`config.mk`:
```
export PLATFORM = sky130hd
export DESIGN_NAME = alu_seq_unit
export DESIGN_NICKNAME = d
export VERILOG_FILES = /design/src/rtl/alu_seq_unit_pkg.sv /design/src/rtl/alu_seq_unit_alu.sv /design/src/rtl/alu_seq_unit.sv
export SDC_FILE = /design/constraint.sdc
export NUM_CORES = 1
export LEC_CHECK = 0
export ABC_AREA = 1
export BUFFER_PORTS_ARGS = -buffer_cell sky130_fd_sc_hd__buf_2
export CAP_MARGIN = 40
export CORE_ASPECT_RATIO = 0.9
export CORE_MARGIN = 5
export CORE_UTILIZATION = 61
export CTS_BUF_LIST = sky130_fd_sc_hd__clkbuf_16
export DETAILED_ROUTE_END_ITERATION = 8
export GPL_TIMING_DRIVEN = 0
export HOLD_SLACK_MARGIN = 0.08
export PLACE_DENSITY = 0.8
export SLEW_MARGIN = 20
export SYNTH_ARGS = -nofsm -noshare
export SYNTH_HDL_FRONTEND = slang
export SYNTH_SLANG_ARGS = --single-unit
```
`constraint.sdc`:
```
create_clock -name clk -period 3.8 [get_ports clk]
set_clock_uncertainty 0.05 [all_clocks]
set_input_delay 0.19 -clock clk [delete_from_list [all_inputs] [get_ports clk]]
set_output_delay 0.19 -clock clk [all_outputs]
set_load 0.02 [all_outputs]
```
`src/rtl/alu_seq_unit_pkg.sv`:
```
// Shared types for the sequential ALU unit: operation codes, FSM states,
// captured-request payload and small helpers.
package alu_seq_unit_pkg;

    localparam int unsigned DATA_W  = 32;
    localparam int unsigned SHAMT_W = 5;

    // Operation select; codes 11..15 are undefined and yield result 0.
    typedef enum logic [3:0] {
        ALU_AND  = 4'd0,
        ALU_OR   = 4'd1,
        ALU_XOR  = 4'd2,
        ALU_NOR  = 4'd3,
        ALU_ADD  = 4'd4,
        ALU_SUB  = 4'd5,
        ALU_SLT  = 4'd6,
        ALU_SLTU = 4'd7,
        ALU_SLL  = 4'd8,
        ALU_SRL  = 4'd9,
        ALU_SRA  = 4'd10
    } alu_control_t;

    typedef enum logic [1:0] {
        S_IDLE  = 2'd0,
        S_SHIFT = 2'd1,
        S_DONE  = 2'd2
    } alu_seq_state_t;

    // Request payload held for the whole lifetime of one operation.
    typedef struct packed {
        logic [DATA_W-1:0] a;
        logic [DATA_W-1:0] b;
        alu_control_t      control;
    } alu_req_t;

    function automatic logic is_shift(input alu_control_t c);
        return (c == ALU_SLL) || (c == ALU_SRL) || (c == ALU_SRA);
    endfunction

    function automatic string alu_control_name(input alu_control_t c);
        case (c)
            ALU_AND:  return "AND";
            ALU_OR:   return "OR";
            ALU_XOR:  return "XOR";
            ALU_NOR:  return "NOR";
            ALU_ADD:  return "ADD";
            ALU_SUB:  return "SUB";
            ALU_SLT:  return "SLT";
            ALU_SLTU: return "SLTU";
            ALU_SLL:  return "SLL";
            ALU_SRL:  return "SRL";
            ALU_SRA:  return "SRA";
            default:  return "UNDEF";
        endcase
    endfunction

endpackage

```
`src/rtl/alu_seq_unit_alu.sv`:
```
// Combinational ALU: logic ops, add/sub with signed overflow, SLT/SLTU.
// Ports: a, b operands; control op select; result_c, overflow_c combinational
// outputs. Shift and undefined codes return 0 (shifts are done elsewhere).
module alu
    import alu_seq_unit_pkg::*;
#(
    parameter int unsigned N = 32
) (
    input  logic [N-1:0] a,
    input  logic [N-1:0] b,
    input  alu_control_t control,
    output logic [N-1:0] result_c,
    output logic         overflow_c
);

    logic         is_sub_c;
    logic [N-1:0] b_eff_c;
    logic [N-1:0] sum_c;

    // SUB is a + ~b + 1 so both ops share one adder and one overflow rule.
    always_comb begin
        is_sub_c = (control == ALU_SUB);
        b_eff_c  = is_sub_c ? ~b : b;
        sum_c    = a + b_eff_c + N'(is_sub_c);
    end

    always_comb begin
        result_c   = '0;
        overflow_c = 1'b0;
        case (control)
            ALU_AND:  result_c = a & b;
            ALU_OR:   result_c = a | b;
            ALU_XOR:  result_c = a ^ b;
            ALU_NOR:  result_c = ~(a | b);
            ALU_ADD, ALU_SUB: begin
                result_c   = sum_c;
                overflow_c = (a[N-1] == b_eff_c[N-1]) && (sum_c[N-1] != a[N-1]);
            end
            ALU_SLT:  result_c = N'($signed(a) < $signed(b));
            ALU_SLTU: result_c = N'(a < b);
            default:  result_c = '0;
        endcase
    end

endmodule

```
`src/rtl/alu_seq_unit.sv`:
```
// Handshaked sequential ALU unit. One request is captured over req_valid/
// req_ready, executed (combinational alu or iterative 1-bit/cycle shifter) and
// returned with flags over rsp_valid/rsp_ready.
// Ports: clk, rst_n; req_valid/req_ready/req_a/req_b/req_control request
// channel; rsp_valid/rsp_ready/rsp_result/rsp_overflow/rsp_zero/rsp_equal
// response channel; busy = unit not idle.
module alu_seq_unit
    import alu_seq_unit_pkg::*;
#(
    parameter int unsigned N = DATA_W
) (
    input  logic         clk,
    input  logic         rst_n,
    input  logic         req_valid,
    output logic         req_ready,
    input  logic [N-1:0] req_a,
    input  logic [N-1:0] req_b,
    input  alu_control_t req_control,
    output logic         rsp_valid,
    input  logic         rsp_ready,
    output logic [N-1:0] rsp_result,
    output logic         rsp_overflow,
    output logic         rsp_zero,
    output logic         rsp_equal,
    output logic         busy
);

    alu_seq_state_t       state;
    alu_seq_state_t       state_next;
    alu_req_t             req_q;
    logic [N-1:0]         work;
    logic [SHAMT_W-1:0]   cnt;

    logic                 accept_c;
    logic                 rsp_load_c;
    logic                 rsp_take_c;
    logic [N-1:0]         shifted_c;
    logic [N-1:0]         alu_result_c;
    logic                 alu_overflow_c;
    logic [N-1:0]         final_c;
    logic                 final_ovf_c;

    alu #(.N(N)) u_alu (
        .a          (req_q.a),
        .b          (req_q.b),
        .control    (req_q.control),
        .result_c   (alu_result_c),
        .overflow_c (alu_overflow_c)
    );

    assign accept_c   = req_valid && req_ready;
    // First S_DONE cycle registers the result; rsp_valid follows one edge later.
    assign rsp_load_c = (state == S_DONE) && !rsp_valid;
    assign rsp_take_c = rsp_valid && rsp_ready;

    // One-bit step of the iterative shifter.
    always_comb begin
        shifted_c = work;
        case (req_q.control)
            ALU_SLL: shifted_c = work << 1;
            ALU_SRL: shifted_c = work >> 1;
            ALU_SRA: shifted_c = {work[N-1], work[N-1:1]};
            default: shifted_c = work;
        endcase
    end

    // Shift ops take the working register (holds a when shamt was 0).
    always_comb begin
        final_c     = alu_result_c;
        final_ovf_c = alu_overflow_c;
        if (is_shift(req_q.control)) begin
            final_c     = work;
            final_ovf_c = 1'b0;
        end
    end

    // Next-state logic.
    always_comb begin
        state_next = state;
        case (state)
            S_IDLE: begin
                if (accept_c) begin
                    if (is_shift(req_control) && (req_b[SHAMT_W-1:0] != '0)) begin
                        state_next = S_SHIFT;
                    end else begin
                        state_next = S_DONE;
                    end
                end
            end
            S_SHIFT: begin
                if (cnt == SHAMT_W'(1)) begin
                    state_next = S_DONE;
                end
            end
            S_DONE: begin
                if (rsp_take_c) begin
                    state_next = S_IDLE;
                end
            end
            default: state_next = S_IDLE;
        endcase
    end

    // State register plus state-derived registered outputs.
    always_ff @(posedge clk or negedge rst_n) begin
        if (!rst_n) begin
            state     <= S_IDLE;
            req_ready <= 1'b1;
            busy      <= 1'b0;
        end else begin
            state     <= state_next;
            req_ready <= (state_next == S_IDLE);
            busy      <= (state_next != S_IDLE);
        end
    end

    // Capture, shifter and counter.
    always_ff @(posedge clk or negedge rst_n) begin
        if (!rst_n) begin
            req_q <= '0;
            work  <= '0;
            cnt   <= '0;
        end else if (accept_c) begin
            req_q <= '{a: req_a, b: req_b, control: req_control};
            work  <= req_a;
            cnt   <= req_b[SHAMT_W-1:0];
        end else if (state == S_SHIFT) begin
            work  <= shifted_c;
            cnt   <= cnt - SHAMT_W'(1);
        end
    end

    // Response registers; held stable until the handshake completes.
    always_ff @(posedge clk or negedge rst_n) begin
        if (!rst_n) begin
            rsp_valid    <= 1'b0;
            rsp_result   <= '0;
            rsp_overflow <= 1'b0;
            rsp_zero     <= 1'b0;
            rsp_equal    <= 1'b0;
        end else if (rsp_load_c) begin
            rsp_valid    <= 1'b1;
            rsp_result   <= final_c;
            rsp_overflow <= final_ovf_c;
            rsp_zero     <= (final_c == '0);
            rsp_equal    <= (req_q.a == req_q.b);
        end else if (rsp_take_c) begin
            rsp_valid    <= 1'b0;
        end
    end

endmodule

```
==> reports/metrics.cfg, run 1 <==
[critical_path]
worstReg2RegStart=req_q[2]
cpPeakStageDelay_ns=0.42
cp_slowest_cell=dfrtp_1
critPathArrivalTime_ns=4.02
path_cells=inv_1 > nor2_4 > nand2_4 > buf_6 > xor2_1 > ha_1 > a21oi_1 > nand2_1 > a21oi_1 > nand2_1 > or2_2 > nand3_1 > nand4_1 > nor2_1 > nand3_1 > nor2_1 > nand4_1 > nand2_1
worstSetupStartpointType=register
critPathBufInv=2
cp_max_fo=10
critPathCaptureType=register
crit_type=reg2reg
required_ns=4.12
cp_top_family=simple AND/OR/NAND/NOR gates
cp_common_cell=nand2_1
crit_path_start=req_q[2]

[cts]
cts_tree=built
clock_sink_count=145
cts-root-buf=clkbuf_16
cts-buffers-inserted=17
clk_pin_slew_ns=0.07
clkLatencyLatePin_ns=0.45
cts_max_path_buffers=2
htreeDepth=4

[timing]
setup_ws_ns=0.100
rsz0062_at_grt=false
fin_crit_sh=0.974
worst_pin_slew_ns=0.788
slew_violations=0
hold_viol=0
fin_crit_ns=3.70
max_freq_mhz=270
finalSetupViolCount=0
relSlewSlack=0.475

[power]
clkPwrFrac=0.114
p_per_area_nw_per_um2=1030
combPwrFrac=0.681
peakVddDrop_mv=0.431
intPower_mw=6.26
pwr-share-seq=0.205
p_leak_nw=7.41
switching_power_mw=8.14
swShare=0.565

[logic_synthesis]
synth-edff-count=0
syn_area_sq_um=11800
synthesis.instances=1683
synth_cell_types=51
syn-num-nets=1890
syn_area_per_cell_sq_um=7.01
yosysWarningCount=0
synth_async_sr_flop_share=1.00
synth-seq-area-share=0.308
ys_ff_latch=145
synthFlopType=dfrtp_1

[placed_design]
place_ws_ns=-0.258
hpwl_microns=31800
place_congestion=1.05
port_buffers=109

[floorplan]
rows=48
start_util=0.617
io_pins=110
die_h_microns=142
fp.coreArea_sq_um=19100
die-width_microns=157
dieArea_sq_um=22200

[hold_path]
min_from=req_a[21]
hold_path.class=in2reg

[global_routing]
grt_max_degree=82
use_met1=0.513
grt_pass1_wl_microns=65700
track_usage=0.383
grtUsageMet2=0.607
overflow=0
grt_pass1_vias=12305
met3_usage=0.0637
antenna_found_initial=0
grt.busiest_layer=met2

[drt]
antenna_left=0
routed_wl_microns=42500
dr.pass1.iters=6
drt_iter0_markers=1604
dr_total_vias=12579
drc=0
viasPerCell=5.86
routedWlPerCell_microns=19.8

[finish]
final_common_cell=nand2_1
drive_gt1_frac=0.108
num_antenna_cells=0
nets=2091
final_cell_mix=458 x nand2_1, 248 x inv_1, 142 x dfrtp_1
final_util=0.734
areaGrowthSynthToFinish_pct=18.9

[flow_run]
maxCapViolCount=0

[status]
outcome=completed

[Yosys cell counts, types with 7 or more instances]
library cell | n | area, sq um
o21ai_1 | 16 | 80.1
nor2_1 | 132 | 495
nand2_2 | 8 | 50.1
nand4_1 | 11 | 68.8
o211ai_1 | 13 | 97.6
a221oi_1 | 8 | 70.1
nand3b_1 | 10 | 75.1
nand3_1 | 84 | 420
a211oi_1 | 7 | 52.6
inv_2 | 7 | 26.3
inv_1 | 248 | 931
buf_1 | 9 | 33.8
a21oi_1 | 64 | 320
o221ai_1 | 29 | 254
o22ai_1 | 8 | 50.1
nand2_1 | 463 | 1740
dfrtp_1 | 144 | 3600
o21ai_0 | 139 | 696
nor3_1 | 14 | 70.1
clkbuf_1 | 34 | 128
xor2_1 | 32 | 280
o21bai_1 | 7 | 52.6
ha_1 | 134 | 1680
[registers in the layout, indices dropped and copies added (netlist names)]
signal / count
req_ready: 1
rsp_equal: 1
cnt: 5
rsp_valid: 1
busy: 1
state: 2
work: 32
rsp_result: 32
rsp_overflow: 1
req_q: 68
rsp_zero: 1
[final timing paths]
path	end	slack (ns)	depth (start not counted)
max in group asynchronous	req_ready	2.59	3
min in group asynchronous	req_q[55]	0.28	2
min reg2reg	rsp_result[4]	0.43	2
min	req_q[57]	0.11	3
max	rsp_zero	0.1	18
max reg2reg	rsp_zero	0.1	18
[cell type report]
cell class              instances  area [sq um]
clock inverters                15           121
clock buffers                  17           425
plain buffers                  57           282
well taps                     250           313
flip-flops and latches        145          3630
multi-input cells            1224          6980
repair buffers                182          1300
inverters                     257           965
fillers                      1593          5080
[per-stage QoR]
step / hold WS [ns] / cells / power [mW] / cell area (sq um) / setup TNS, ns
after floorplan: -0.156 / 1683 / 9.25 / 11800 / 0
after global placement: 0.345 / 2042 / 12.0 / 12600 / -0.744
after detailed placement: 0.176 / 2044 / 12.2 / 12700 / -0.258
after CTS: 0.0952 / 2145 / 14.0 / 13900 / 0
after global routing: 0.111 / 2147 / 15.5 / 14000 / 0
final: 0.107 / 2147 / 14.4 / 14000 / 0
[metal layers]
metal / wire length (microns) / vias to the layer above
met1: 17200 / 5886
met3: 3980 / 138
met2: 19200 / 712
met4: 2100 / 0
met5: 0 / -
li1: - / 5843
[power by group through the flow]
stage	Combinational [mW]	Clock [mW]	Sequential (mW)
after floorplan	6.30	0	2.94
after global placement	9.06	0	2.91
after detailed placement	9.26	0	2.93
after CTS	9.40	1.64	2.91
after global routing	10.8	1.69	3.03
final	9.79	1.65	2.95
[tightest hold or removal path, stage by stage]
cell     delay, ns
buf_2         0.07
inv_1         0.09
o21ai_0       0.20
[logic make-up after synthesis]
logic type	share of synthesized area
compound gates	0.160
xor+xnor	0.0253
fa+ha+maj	0.144
buf+inv	0.105
flops	0.308
simple gates	0.258
[repair_timing]
item                                    in CTS  in global routing
hold endpoints to repair                   178                  0
resized for setup                            5                 19
hold buffers                                69                  0
gates cloned                                 0                  0
buffers inserted                             0                  2
pin swaps                                    0                  0
endpoints found under the setup margin       1                  3
(Power assumes the default switching activity.)
==> run 2, diff against run 1 <==
--- a/config.mk
+++ b/config.mk
@@ -11,7 +11,6 @@
 export CORE_ASPECT_RATIO = 0.9
 export CORE_MARGIN = 5
 export CORE_UTILIZATION = 61
-export CTS_BUF_LIST = sky130_fd_sc_hd__clkbuf_16
 export DETAILED_ROUTE_END_ITERATION = 8
 export GPL_TIMING_DRIVEN = 0
 export HOLD_SLACK_MARGIN = 0.08
==> run 2 against run 1 <==
Net effect:
- hold slack improved by 0.011 ns
- critical endpoint unchanged
- die area did not move
- largest power group unchanged
- global-route usage up 0.10 points
- design area increased by 0.23%
- critical path depth rose by 2
- sequential power about the same
- non-clock buffer count did not move
- total power grew 0.48%
- highest routed layer unchanged
- critical path type unchanged
- wire length increased by 0.33%
- first-iteration DRC count shrank 9.7%
- maximum frequency grew 3.0%
==> reports/metrics.cfg, run 2 (same netlist as run 1, synthesis figures left out) <==
[finish]
drive_gt1_frac=0.111
fin_area_sq_um=14100
top_register=req_q
reg_top3=req_q x68, rsp_result x32, work x32
areaGrowthSynthToFinish_pct=19.2
final_util=0.736
num_antenna_cells=0
nets=2091
final_cell_mix=458 x nand2_1, 248 x inv_1, 142 x dfrtp_1
largest_register_ffs=68
final_common_cell=nand2_1

[timing]
worst_pin_slew_ns=0.793
hold_ws_ns=0.118
finalSetupTns_ns=0
hold_viol=0
max_freq_mhz=278
finalSetupViolCount=0
slew_violations=0
fin_crit_ns=3.59
relSlewSlack=0.471
rsz0062_at_grt=false
fin_crit_sh=0.946

[hold_path]
hold_path.class=in2reg

[cts]
cts_tree=built
cts-root-buf=clkbuf_16
cts-buffers-inserted=17
clock_sink_count=145
htreeDepth=4
clkLatencyLatePin_ns=0.44
clk_pin_slew_ns=0.07
cts_max_path_buffers=2

[critical_path]
cp_max_fo=10
critPathCaptureType=register
required_ns=4.12
critPathArrivalTime_ns=3.91
worstSetupStartpointType=register
crit_type=reg2reg

[floorplan]
io_pins=110
start_util=0.617
rows=48
fp.coreArea_sq_um=19100
die_h_microns=142
dieArea_sq_um=22200
die-width_microns=157

[placed_design]
port_buffers=109
place_congestion=1.05
place_area_sq_um=12700
hpwl_microns=31800

[drt]
routed_wl_microns=42600
antenna_left=0
routedWlPerCell_microns=19.8
drc=0
dr_total_vias=12634
drt_iter0_markers=1449
viasPerCell=5.88
dr.pass1.iters=7

[global_routing]
grt_pass1_vias=12365
track_usage=0.384
antenna_found_initial=0
grt_pass1_wl_microns=65800
overflow=0
grt_max_degree=82

[power]
p_per_area_nw_per_um2=1030
peakVddDrop_mv=0.443
p_leak_nw=7.42

[status]
outcome=completed

[flow_run]
maxCapViolCount=0

[run 2: cell type report]
class / count / area (sq um)
plain buffers: 57 / 282
clock buffers: 19 / 453
clock inverters: 13 / 114
fillers: 1589 / 5050
inverters: 257 / 965
multi-input cells: 1224 / 6990
flip-flops and latches: 145 / 3630
well taps: 250 / 313
repair buffers: 182 / 1300
[run 2: power breakdown]
group / total [mW] / internal [mW] / switching (mW)
registers: 2.95 / 2.27 / 0.678
logic: 9.83 / 3.14 / 6.69
clock network: 1.68 / 0.894 / 0.789
[run 2: path summary, 6_finish.rpt]
check | to | slack [ns] | depth (start not counted) | start
worst min register to register | rsp_result[4] | 0.43 | 2 | rsp_result[4]
max in group asynchronous | req_ready | 2.60 | 3 | rst_n
worst max register to register | rsp_zero | 0.21 | 20 | req_q[2]
worst max-delay path | rsp_zero | 0.21 | 20 | req_q[2]
worst min-delay path | req_q[57] | 0.12 | 3 | req_a[21]
min in group asynchronous | req_q[55] | 0.28 | 2 | rst_n
[run 2: per-stage QoR]
step                power [mW]  setup slack, ns  cells
finish                    14.5            0.206   2147
global placement          12.0           -0.518   2042
global route              15.6          0.00150   2147
CTS                       14.0           0.0107   2145
floorplan                 9.25            0.779   1683
detailed placement        12.2           -0.258   2044
[run 2: timing repair]
| action | CTS | global route |
|---|---|---|
| pin swaps | 0 | 2 |
| buffers inserted | 0 | 2 |
| hold buffers | 69 | 0 |
| resized for setup | 6 | 21 |
| gates cloned | 0 | 0 |
| hold endpoints to repair | 177 | 0 |
| setup endpoints to repair | 1 | 2 |
[run 2: metal layers]
layer / track usage / vias up / part of all wire
met4: 0.191 / 0 / 0.053
met1: 0.513 / 5936 / 0.40
met2: 0.608 / 703 / 0.45
met3: 0.0613 / 154 / 0.095
li1: - / 5841 / -
met5: 0 / - / 0
[run 2: critical path: stages (launching register included)]
cell     delay, ns
dfrtp_1       0.41
inv_1         0.10
nor2_4        0.14
nand2_4       0.10
buf_6         0.18
xor2_1        0.15
ha_1          0.36
nand2_1       0.15
inv_1         0.06
nand2_1       0.06
nand2_1       0.09
a21oi_1       0.17
nand2_2       0.15
or2_2         0.30
nand3_1       0.07
nand4_1       0.29
nor2_2        0.22
nand3_1       0.10
nor2_2        0.16
nand4_1       0.11
nand2_1       0.09
==> run 3, diff against run 2 <==
--- a/config.mk
+++ b/config.mk
@@ -5,16 +5,16 @@
 export SDC_FILE = /design/constraint.sdc
 export NUM_CORES = 1
 export LEC_CHECK = 0
-export ABC_AREA = 1
 export BUFFER_PORTS_ARGS = -buffer_cell sky130_fd_sc_hd__buf_2
 export CAP_MARGIN = 40
 export CORE_ASPECT_RATIO = 0.9
 export CORE_MARGIN = 5
-export CORE_UTILIZATION = 61
+export CORE_UTILIZATION = 60
+export CTS_BUF_LIST = sky130_fd_sc_hd__clkbuf_2
 export DETAILED_ROUTE_END_ITERATION = 8
 export GPL_TIMING_DRIVEN = 0
 export HOLD_SLACK_MARGIN = 0.08
-export PLACE_DENSITY = 0.8
+export PLACE_DENSITY = 0.79
 export SLEW_MARGIN = 20
 export SYNTH_ARGS = -nofsm -noshare
 export SYNTH_HDL_FRONTEND = slang
==> run 3 against run 2 <==
Net effect:
- largest cell class unchanged
- first-iteration DRC count increased by 22%
- synthesized cell count decreased by 18%
- the flow now finishes with violations (setup timing)
- setup slack got worse by 0.61 ns
- hold slack got worse by 0.073 ns
- critical path depth decreased by 9
- critical endpoint unchanged
==> reports/metrics.cfg, run 3 <==
[timing]
max_freq_mhz=238
slew_violations=0
rsz0062_at_grt=true
fin_crit_sh=1.11
relSlewSlack=0.324
finalSetupViolCount=2
fin_crit_ns=4.21
hold_viol=0
setup_ws_ns=-0.408
finalSetupTns_ns=-0.604
worst_pin_slew_ns=1.01

[logic_synthesis]
synth_xor_area_frac=0.0412
synth.top_cell.area_share=0.314
synth_async_sr_flop_share=1.00
synth_top_family_by_area=compound AO/OA/AOI/OAI gates
yosys.area_share.adder=0.148
synthesis.instances=1383
ys_top_cells_by_area=dfrtp_1 31%, ha_1 15%, o21ai_0 7.6%
synthTopCellsByCount=174 x o21ai_0, 166 x nand2_1, 144 x dfrtp_1
synth-simple-area-share=0.159
ys_ff_latch=145
synth-seq-area-share=0.316
synthFlopType=dfrtp_1
syn-num-nets=1590
syn_area_sq_um=11500
synth_mux_area_frac=0.0447
synth_area_leader_cell=dfrtp_1
synth.most_common_cell=o21ai_0
syn_area_per_cell_sq_um=8.30
synth_cell_types=79
synth-compound-area-share=0.233
yosysWarningCount=0
synth-edff-count=0

[global_routing]
grt_pass1_wl_microns=66100
track_usage=0.395
antenna_found_initial=2
overflow=0
grt_max_degree=86
grt_pass1_vias=11554

[floorplan]
fp.coreArea_sq_um=19000
start_util=0.604
io_pins=110
rows=48
dieArea_sq_um=22000
die-width_microns=156
die_h_microns=141

[drt]
routedWlPerCell_microns=23.4
antenna_left=0
drt_iter0_markers=1768
dr_total_vias=12197
routed_wl_microns=44500
viasPerCell=6.41
dr.pass1.iters=9
drc=0

[status]
outcome=finished, violations left
violations=setup timing

[finish]
reg_top3=req_q x68, rsp_result x32, work x32
final_cell_mix=169 x o21ai_0, 162 x nand2_1, 144 x dfrtp_1
areaGrowthSynthToFinish_pct=26.2
nFillCells=1407
multi_input_area_sq_um=7710
top_register=req_q
layout.area.seq_sq_um=3630
nets=1845
drive_gt1_frac=0.187
final_common_cell=o21ai_0
fin_area_sq_um=14500
largest_register_ffs=68

[critical_path]
critPathArrivalTime_ns=4.92
required_ns=4.51
cpPeakStageDelay_ns=0.75
critPathCaptureType=register
cp_slowest_cell=nor4_1
crit_type=reg2reg
path_cells=inv_1 > ha_1 > nor4_1 > nand3_1 > nor3_1 > a21bo_2 > a21oi_1 > and4_1 > nand4_1 > or3b_1 > o21ai_1
cp_max_fo=5
worstSetupStartpointType=register

[hold_path]
hold_path.class=in2reg

[cts]
htreeDepth=4
clock_sink_count=145
clk_pin_slew_ns=0.30
cts_tree=built
cts-root-buf=clkbuf_2
cts-buffers-inserted=17
clkLatencyLatePin_ns=0.84
cts_max_path_buffers=2

[placed_design]
place_congestion=0.985
place_area_sq_um=12400
hpwl_microns=31400
port_buffers=109

[flow_run]
maxCapViolCount=0

[run 3: cell types whose count changed after synthesis, moves of 28 or more]
cell	before	now
nand2_1	463	166
inv_1	248	92
nand3_1	84	14
a21oi_1	64	110
xnor2_1	2	43
mux2i_1	0	40
o21ai_0	139	174
o221ai_1	29	1
[run 3: routing by layer]
metal,part of all wire,vias to the layer above,GRT usage
li1,-,5391,-
met4,0.043,4,0.153
met2,0.43,850,0.599
met3,0.13,194,0.122
met1,0.39,5758,0.532
met5,0.0012,-,0
[run 3: worst max-delay path, delay by kind of cell (launching register included)]
family,cells,cell delay [ns]
AO/OA/AOI/OAI,3,0.81
adder cells (fa/ha/maj),1,0.38
buffers and inverters,1,0.11
flip-flops,1,0.51
AND/OR/NAND/NOR,6,2.29
[run 3: worst paths after layout]
path	from	to	slack, ns	cells past startpoint
worst max-delay path	req_q[67]	rsp_zero	-0.41	11
worst min-delay path	req_a[8]	work[8]	0.05	4
worst max register to register	req_q[67]	rsp_zero	-0.41	11
worst min register to register	rsp_result[12]	rsp_result[12]	0.46	2
max in group asynchronous	rst_n	req_ready	2.83	4
min in group asynchronous	rst_n	work[10]	0.38	4
[run 3: area by class of cell]
| class | count | share of cell area |
|---|---|---|
| Antenna cell | 3 | 0.000518 |
| Buffer | 72 | 0.0247 |
| Clock buffer | 18 | 0.00622 |
| Clock inverter | 14 | 0.0124 |
| Inverter | 92 | 0.0239 |
| Multi-Input combinational cell | 1070 | 0.533 |
| Sequential cell | 145 | 0.251 |
| Tap cell | 250 | 0.0216 |
| Timing Repair Buffer | 240 | 0.127 |
[run 3: kinds of logic after synthesis]
| logic type | Yosys count |
|---|---|
| xor gates and xnor gates | 54 |
| muxes | 50 |
| and+or+nand+nor | 396 |
| buffers and inverters | 168 |
| AOI/OAI and AO/OA | 435 |
| DFF | 145 |
| adders and majority gates | 135 |
[run 3: repair_timing]
action,4_1_cts,5_1_grt
hold buffers,81,3
gates cloned,1,0
resized for setup,46,60
setup endpoints to repair,18,38
pin swaps,22,30
endpoints found under the hold margin,254,4
setup buffers,23,17
[run 3: through the flow]
| step | hold slack (ns) | utilization | worst slack [ns] | cells |
|---|---|---|---|---|
| after floorplan | -0.156 | - | 0.00386 | 1383 |
| after global placement | 0.342 | 0.651 | -1.14 | 1742 |
| after detailed placement | 0.110 | 0.655 | -1.18 | 1746 |
| after CTS | 0.0813 | 0.735 | -0.439 | 1882 |
| after global routing | 0.0820 | 0.763 | -0.566 | 1902 |
| final | 0.0451 | 0.763 | -0.408 | 1904 |
Power of run 3 is left out: the tool's default activity adds up to more than one toggle a clock period on the data nets, which glitch-free logic cannot reach.
